[config.mk]
export PLATFORM = sky130hd
export DESIGN_NAME = mem_arbiter
export DESIGN_NICKNAME = d
export VERILOG_FILES = /design/src/rtl/mem_arbiter_pkg.sv /design/src/rtl/mem_arb_timer.sv /design/src/rtl/mem_arbiter.sv
export SDC_FILE = /design/constraint.sdc
export NUM_CORES = 1
export LEC_CHECK = 0
export ABC_AREA = 1
export CORE_ASPECT_RATIO = 0.5
export CORE_MARGIN = 5
export CORE_UTILIZATION = 40
export CTS_CLUSTER_DIAMETER = 150
export DETAILED_ROUTE_END_ITERATION = 7
export PLACE_DENSITY = 0.83
export SYNTH_ARGS = -nofsm -noshare
export SYNTH_HDL_FRONTEND = slang
export SYNTH_SLANG_ARGS = --single-unit
[constraint.sdc]
create_clock -name clk -period 3.45 [get_ports clk]
set_input_delay 0.69 -clock clk [delete_from_list [all_inputs] [get_ports clk]]
set_output_delay 0.69 -clock clk [all_outputs]
set_load 0.03 [all_outputs]
[src/rtl/mem_arbiter_pkg.sv]
// Shared encodings for the memory arbiter: FSM states, port-owner codes and
// the arbitration helper used by the top.
package mem_arbiter_pkg;

  localparam logic [1:0] IDLE = 2'd0;
  localparam logic [1:0] BUSY = 2'd1;
  localparam logic [1:0] RESP = 2'd2;

  localparam logic OWN_IF = 1'b0;
  localparam logic OWN_D  = 1'b1;

  // Data wins a tie unless prefer_if is set; a lone request always wins.
  function automatic logic pick_owner(input logic if_req, input logic d_req,
                                      input logic prefer_if);
    return (if_req && (!d_req || prefer_if)) ? OWN_IF : OWN_D;
  endfunction

endpackage

[src/rtl/mem_arb_timer.sv]
// Saturating BUSY-cycle counter. expired_o is high on the TIMEOUT-th
// consecutive enabled cycle.
module mem_arb_timer #(
  parameter int unsigned TIMEOUT = 16
) (
  input  logic clk_i,
  input  logic rst_i,
  input  logic clear_i,
  input  logic en_i,
  output logic expired_o
);

  localparam int unsigned CW = $clog2(TIMEOUT + 1);
  localparam logic [CW-1:0] Sat  = CW'(TIMEOUT);
  localparam logic [CW-1:0] Last = CW'(TIMEOUT - 1);

  logic [CW-1:0] count_q, count_d;

  // Next count: clear wins, otherwise count up and stick at TIMEOUT.
  always_comb begin
    count_d = count_q;
    if (clear_i) begin
      count_d = '0;
    end else if (en_i && (count_q != Sat)) begin
      count_d = count_q + 1'b1;
    end
  end

  // Counter register with synchronous reset.
  always_ff @(posedge clk_i) begin
    if (rst_i) count_q <= '0;
    else       count_q <= count_d;
  end

  // count_q holds cycles already spent, so the current cycle is count_q + 1.
  assign expired_o = en_i && (count_q >= Last);

endmodule

[src/rtl/mem_arbiter.sv]
// Two-port (fetch / data) arbiter in front of a single-port memory.
// One transaction in flight: IDLE -> BUSY -> RESP -> IDLE.
// Define MEM_ARB_FAIRNESS_EN to alternate on simultaneous requests;
// otherwise the data port always wins a tie.
module mem_arbiter
  import mem_arbiter_pkg::*;
#(
  parameter int unsigned AW      = 32,
  parameter int unsigned DW      = 32,
  parameter int unsigned TIMEOUT = 16
) (
  input  logic            clk,
  input  logic            rst,
  input  logic            if_req,
  input  logic [AW-1:0]   if_addr,
  output logic            if_gnt,
  output logic            if_rvalid,
  output logic [DW-1:0]   if_rdata,
  input  logic            d_req,
  input  logic            d_we,
  input  logic [AW-1:0]   d_addr,
  input  logic [DW-1:0]   d_wdata,
  input  logic [DW/8-1:0] d_be,
  output logic            d_gnt,
  output logic            d_rvalid,
  output logic [DW-1:0]   d_rdata,
  output logic            mem_req,
  output logic            mem_we,
  output logic [AW-1:0]   mem_addr,
  output logic [DW-1:0]   mem_wdata,
  output logic [DW/8-1:0] mem_be,
  input  logic            mem_ready,
  input  logic [DW-1:0]   mem_rdata,
  output logic            err
);

  logic [1:0]      state_q, state_d;
  logic            owner_q, owner_d;
  logic            if_gnt_q, if_gnt_d, d_gnt_q, d_gnt_d;
  logic            if_rvalid_q, if_rvalid_d, d_rvalid_q, d_rvalid_d;
  logic            mem_req_q, mem_req_d, mem_we_q, mem_we_d;
  logic [AW-1:0]   mem_addr_q, mem_addr_d;
  logic [DW-1:0]   mem_wdata_q, mem_wdata_d;
  logic [DW/8-1:0] mem_be_q, mem_be_d;
  logic [DW-1:0]   if_rdata_q, if_rdata_d, d_rdata_q, d_rdata_d;
  logic            err_q, err_d;
  logic            win;
  logic            expired;

`ifdef MEM_ARB_FAIRNESS_EN
  logic last_q;

  // Remember who was granted last; reset value lets data win the first tie.
  always_ff @(posedge clk) begin
    if (rst)                                     last_q <= OWN_IF;
    else if ((state_q == IDLE) && (if_req || d_req)) last_q <= win;
  end

  assign win = pick_owner(if_req, d_req, last_q == OWN_D);
`else
  assign win = pick_owner(if_req, d_req, 1'b0);
`endif

  mem_arb_timer #(
    .TIMEOUT (TIMEOUT)
  ) u_timer (
    .clk_i     (clk),
    .rst_i     (rst),
    .clear_i   (state_q != BUSY),
    .en_i      (state_q == BUSY),
    .expired_o (expired)
  );

  // FSM next state, command latch, response capture and pulse generation.
  always_comb begin
    state_d     = state_q;
    owner_d     = owner_q;
    if_gnt_d    = 1'b0;
    d_gnt_d     = 1'b0;
    if_rvalid_d = 1'b0;
    d_rvalid_d  = 1'b0;
    mem_req_d   = mem_req_q;
    mem_we_d    = mem_we_q;
    mem_addr_d  = mem_addr_q;
    mem_wdata_d = mem_wdata_q;
    mem_be_d    = mem_be_q;
    if_rdata_d  = if_rdata_q;
    d_rdata_d   = d_rdata_q;
    err_d       = err_q;
    case (state_q)
      IDLE: begin
        if (if_req || d_req) begin
          state_d   = BUSY;
          owner_d   = win;
          mem_req_d = 1'b1;
          if (win == OWN_D) begin
            d_gnt_d     = 1'b1;
            mem_we_d    = d_we;
            mem_addr_d  = d_addr;
            mem_wdata_d = d_wdata;
            mem_be_d    = d_be;
          end else begin
            if_gnt_d    = 1'b1;
            mem_we_d    = 1'b0;
            mem_addr_d  = if_addr;
            mem_wdata_d = '0;
            mem_be_d    = '1;
          end
        end
      end
      BUSY: begin
        // A completion on the last allowed cycle still counts as success.
        if (mem_ready) begin
          state_d   = RESP;
          mem_req_d = 1'b0;
          if (owner_q == OWN_D) d_rdata_d  = mem_rdata;
          else                  if_rdata_d = mem_rdata;
        end else if (expired) begin
          state_d   = IDLE;
          mem_req_d = 1'b0;
          err_d     = 1'b1;
        end
      end
      RESP: begin
        state_d = IDLE;
        if (owner_q == OWN_D) d_rvalid_d  = 1'b1;
        else                  if_rvalid_d = 1'b1;
      end
      default: begin
        state_d   = IDLE;
        mem_req_d = 1'b0;
      end
    endcase
  end

  // State registers; reset aborts any in-flight transaction.
  always_ff @(posedge clk) begin
    if (rst) begin
      state_q     <= IDLE;
      owner_q     <= OWN_IF;
      if_gnt_q    <= 1'b0;
      d_gnt_q     <= 1'b0;
      if_rvalid_q <= 1'b0;
      d_rvalid_q  <= 1'b0;
      mem_req_q   <= 1'b0;
      mem_we_q    <= 1'b0;
      mem_addr_q  <= '0;
      mem_wdata_q <= '0;
      mem_be_q    <= '0;
      if_rdata_q  <= '0;
      d_rdata_q   <= '0;
      err_q       <= 1'b0;
    end else begin
      state_q     <= state_d;
      owner_q     <= owner_d;
      if_gnt_q    <= if_gnt_d;
      d_gnt_q     <= d_gnt_d;
      if_rvalid_q <= if_rvalid_d;
      d_rvalid_q  <= d_rvalid_d;
      mem_req_q   <= mem_req_d;
      mem_we_q    <= mem_we_d;
      mem_addr_q  <= mem_addr_d;
      mem_wdata_q <= mem_wdata_d;
      mem_be_q    <= mem_be_d;
      if_rdata_q  <= if_rdata_d;
      d_rdata_q   <= d_rdata_d;
      err_q       <= err_d;
    end
  end

  assign if_gnt    = if_gnt_q;
  assign d_gnt     = d_gnt_q;
  assign if_rvalid = if_rvalid_q;
  assign d_rvalid  = d_rvalid_q;
  assign if_rdata  = if_rdata_q;
  assign d_rdata   = d_rdata_q;
  assign mem_req   = mem_req_q;
  assign mem_we    = mem_we_q;
  assign mem_addr  = mem_addr_q;
  assign mem_wdata = mem_wdata_q;
  assign mem_be    = mem_be_q;
  assign err       = err_q;

endmodule

== Word-level counts from Yosys, hierarchy flattened ==
Index checks and enable logic that the tools add are counted.
Storage, ports and cells
  logic and storage cells: 59
  bits of input ports: 138
  output and inout port bits: 139
  register bits after elaboration: 147
Operators by class
  reductions and logical operators: 15
  $add $sub $neg: 1
  multiplexer cells: 16
  bitwise operators: 5
  order comparisons: 1
  equal/unequal tests: 6
Operators with widths (count)
  $mux W32: 2
  $reduce_and A3 Y1: 4
  $mux W1: 8
  $mux W2: 3
  $add A5 B1 Y5 const B: 1
  $ge A5 B4 Y1 const B: 1
  $ne A5 B5 Y1 const B: 1
  $not A1 Y1: 5
  $mux W4: 1
  $pmux W2 S2: 1
  $reduce_and A2 Y1: 2
  $reduce_or A2 Y1: 2
  $logic_and A1 B1 Y1: 3
  $ne A3 B3 Y1 const B: 1
  $pmux W1 S3: 1
  $reduce_or A3 Y1: 1
  $eq A2 B1 Y1 const B: 1
  $eq A2 B2 Y1 const B: 1
  $logic_not A2 Y1: 1
  $ne A2 B1 Y1 const B: 1
  $ne A2 B2 Y1 const B: 1
  $logic_not A1 Y1: 1
  $logic_or A1 B1 Y1: 1

== Longest topological paths before layout ==
  depth in word-level cells: 5
  depth in mapped cells: 9
  gate-level depth less buffers: 9

== Cells and area by module ==
Synthesis repeated with hierarchy kept, for this count alone.
Second synthesis, totals
  cell total of the unflattened synthesis: 974
  area, all modules: 6328.6 um^2
Modules (own cells, without submodules)
  mem_arbiter: times used 1, seq. area each 2842.7 um^2, area each 6008.3 um^2, cells an instance 926
  mem_arb_timer: times used 1, seq. area each 100.1 um^2, area each 320.3 um^2, cells an instance 48

== Least setup slack after synthesis ==
No wires, ideal clock.
  path type: input to register
  from: input port if_req
  to: register mem_addr_q[25], in the netlist mem_addr[25]
  slack: 2039 ps
  stages on the path: 5
  data required time: 3330 ps
  arrival time: 1291 ps
  buffers on the path: 1
  library setup time: 120 ps
  cells stage by stage: nor2_1 -> nor2_4 -> buf_2 -> o21ai_0 -> a21oi_1
Between the ends
  longest elaborated chain between the ends: 2
  elaborated cells between the ends (all ways): 4
  classes of those cells: mux (1); reduce/logical (3)
Ends and longest elaborated chain
  start: declaration: RTL line mem_arbiter.sv:14  | input logic if_req,
  $logic_and A1 B1 Y1 / $logic_or A1 B1 Y1 (equally long branches): RTL line mem_arbiter_pkg.sv:15, mem_arbiter.sv:92
  $mux W32 / $reduce_and A2 Y1 (equally long branches)
  end signal: assignment: RTL line mem_arbiter.sv:162  | mem_addr_q <= mem_addr_d;
  end: declaration: RTL line mem_arbiter.sv:42  | logic [AW-1:0] mem_addr_q, mem_addr_d;
Several ways; a longest one is shown, not always the timed one.
A chain may end at the register's enable or synchronous reset.

== Worst setup path after layout ==
  from: input port d_req
  to: register mem_addr_q[0], in the netlist mem_addr[0]
Between the ends
  longest elaborated chain between the ends: 3
  elaborated cells between the ends (all ways): 5
  classes of those cells: mux (1); reduce/logical (4)
Ends and longest elaborated chain
  start: declaration: RTL line mem_arbiter.sv:19  | input logic d_req,
  $logic_not A1 Y1: RTL line mem_arbiter_pkg.sv:15  | return (if_req && (!d_req || prefer_if)) ? OWN_IF : OWN_D;
  $logic_and A1 B1 Y1: RTL line mem_arbiter_pkg.sv:15
  $mux W32: RTL line mem_arbiter.sv:96  | if (win == OWN_D) begin
Several ways; a longest one is shown, not always the timed one.

==> run metrics <==
clock latency on the worst-skew pair=0.41 ns; Seq/Total Area, Yosys=0.534; Initial Util=0.408; Synth cell types=23; Post-synth top flop=dfxtp_1; clk slew on worst S/H paths=0.06 ns; vias per cell=5.06; fill cell count=1082; Flop pwr share=0.387; Static Leak=0.00348 uW; CP required=3.78 ns; Clock Path Buffers=2; I/O Buffers=276; placed cell areas=8300 um^2; layout cells sized above 1=0.0535; slew margin rel.=0.273; peak supply drop=0.000319 V; cell area after synthesis=5520 um^2; top-area cell type share of the netlist area=0.534; Worst EP arrival=2.55 ns; power share of the clock group=0.408; power density cells=544 nW/um^2; Pre-Repair DR Iteration Count=5; maximum number of pins on one net before global-route repair=71; via total after detailed routing=5812; Setup Fix Bufs, Post-CTS=0; Overflow after GRT=0; Core Box Area=13500 um^2; area growth from synthesis to layout=62.1%; setup TNS=0 ns; Final Wtd Congestion=0.849; status=complete, no violations; Tmin final=2.21 ns; gr usage total=0.220; CTS Hold Bufs=0; vias in the first global route=5643; CTS Sinks=147; CTS H-Tree Depth=4; row cnt=30; first-pass GRT wire length=29.1 mm; top area cells in the synthesized netlist=dfxtp_1 53%, nand2_1 10%, a21oi_1 9.3%, nand3_1 6.1%, o21ai_0 5.7%; synthesized instance count=707; multi-input logic area=2240 um^2; CTS tree=built; most frequent cells after synthesis=149 x nand2_1, 147 x dfxtp_1, 102 x a21oi_1; Detailed Route WL=18.8 mm; average wire per standard cell=16.4 um; Sw Pwr=1390 uW; CP Launch Type=primary input; cells on worst reg2reg path=7; RSZ-0062 raised after global routing=false; CTS buffer count=17; Syn Nets=848; syn avg cell area=7.80 um^2; synthesis-stage register bit count=147; Max Slew Vio Count=0; die area=16400 um^2; clk_skew=0.0122 ns; HPWL Detailed=13.4 mm; CTS root buffer=clkbuf_16; CP max FO=33; Final nets=1100; post-CTS sizing=0; # setup viols final=0; Post-synth EDFFs=0; Worst Max-Slew Pin Slew=1.09 ns; # diodes=0; DRC=0; combinational share of power=0.205; cell internal power dissipation=3480 uW; I/O pin cnt=277; register area=2940 um^2; Tcrit/Tclk final=0.641; DR iter-0 viols=380; fmax=0.452 GHz; Design Area, Final=8940 um^2; Sw Share=0.285; die width=176 um; Hold Vio Cnt, Final=0; initial antenna violation count=0; synthesis warning total=0; Worst Hold Depth=2; HP Class=flip-flop to flip-flop; most frequent cell after synthesis=nand2_1; Die Y=93.0 um; Crit. End Element=flip-flop; Crit Path Category=primary input to flip-flop; Post-DRT Antenna Nets=0; async set-reset flop share out of synthesis=0; Yosys top cell by area=dfxtp_1; Max Cap Viol=0
==> sequential cells by signal, summed over array words and instances (netlist names) <==
register,cells
if_gnt,1
mem_be,4
mem_req,1
mem_we,1
state_q,2
d_rdata,32
d_gnt,1
u_timer.count_q,5
mem_addr,32
d_rvalid,1
if_rdata,32
err,1
owner_q,1
if_rvalid,1
mem_wdata,32
==> worst paths after layout <==
path         startpoint           to  slack [ns]
min reg2reg         err          err        0.45
max reg2reg  state_q[1]  d_rdata[22]        1.55
min                 err          err        0.45
max               d_req  mem_addr[0]        1.24
==> per-layer routing <==
layer / GRT usage / share of wire
met4: 0.0850 / 0.020
met3: 0.0440 / 0.048
met2: 0.408 / 0.53
met1: 0.251 / 0.40
met5: 0 / 0
==> critical path: stages <==
cell and delay (ns):
clkdlybuf4s50_1 0.52, inv_1 0.10, nand2_1 0.06, inv_1 0.79, a21oi_1 0.21, a21oi_1 0.17
==> metrics by stage <==
stage | instances | total power [uW] | hold slack [ns] | utilization | worst slack [ns]
after floorplan | 707 | 2440 | 0.479 | - | 2.04
after detailed placement | 1116 | 2920 | 0.447 | 0.614 | 0.838
final | 1148 | 4870 | 0.453 | 0.662 | 1.24
after global placement | 1116 | 2890 | 0.442 | 0.614 | 0.970
after CTS | 1148 | 4910 | 0.456 | 0.662 | 1.26
after global routing | 1148 | 5060 | 0.476 | 0.662 | 1.07
==> final cells by class <==
class / instances / area share
multi-input cells: 491 / 0.250
well taps: 176 / 0.0246
clock inverters: 14 / 0.0224
flip-flops and latches: 147 / 0.329
repair buffers: 282 / 0.315
clock buffers: 18 / 0.0491
inverters: 20 / 0.00895
==> cells by family after synthesis <==
kind of cell / synth area share
and+or+nand+nor: 0.238
AOI/OAI and AO/OA: 0.160
DFF: 0.534
buffers and inverters: 0.0617
adders and majority gates: 0.00681
==> layout by cell type (no fill, tap or decap) <==
master | Yosys | routed
nand2_2 | 3 | 3
nor2_4 | 3 | 3
inv_2 | 3 | 3
inv_4 | 2 | 2
inv_1 | 15 | 15
clkinvlp_4 | 0 | 3
nand2_1 | 149 | 149
nor2_2 | 1 | 1
o21ai_4 | 0 | 1
clkinv_4 | 0 | 3
clkbuf_8 | 0 | 1
a21oi_1 | 102 | 102
buf_12 | 0 | 1
o21ai_1 | 10 | 10
nand3_1 | 67 | 67
nor2_1 | 83 | 83
buf_4 | 5 | 5
dfxtp_1 | 147 | 147
nand3_4 | 1 | 1
clkinv_2 | 0 | 1
nand4_1 | 2 | 2
bufinv_16 | 0 | 4
inv_6 | 0 | 3
ha_1 | 3 | 3
o21ai_0 | 63 | 63
nor3_1 | 3 | 3
clkdlybuf4s50_1 | 0 | 276
clkbuf_16 | 0 | 17
==> power groups by stage <==
stage	Sequential [uW]	Clock, uW	Combinational, uW
after global routing	1900	2100	1060
after detailed placement	1920	0	995
after global placement	1920	0	977
after CTS	1880	2020	999
after floorplan	2140	0	299
final	1890	1990	996
No activity file was read; power rests on OpenSTA's default activity.
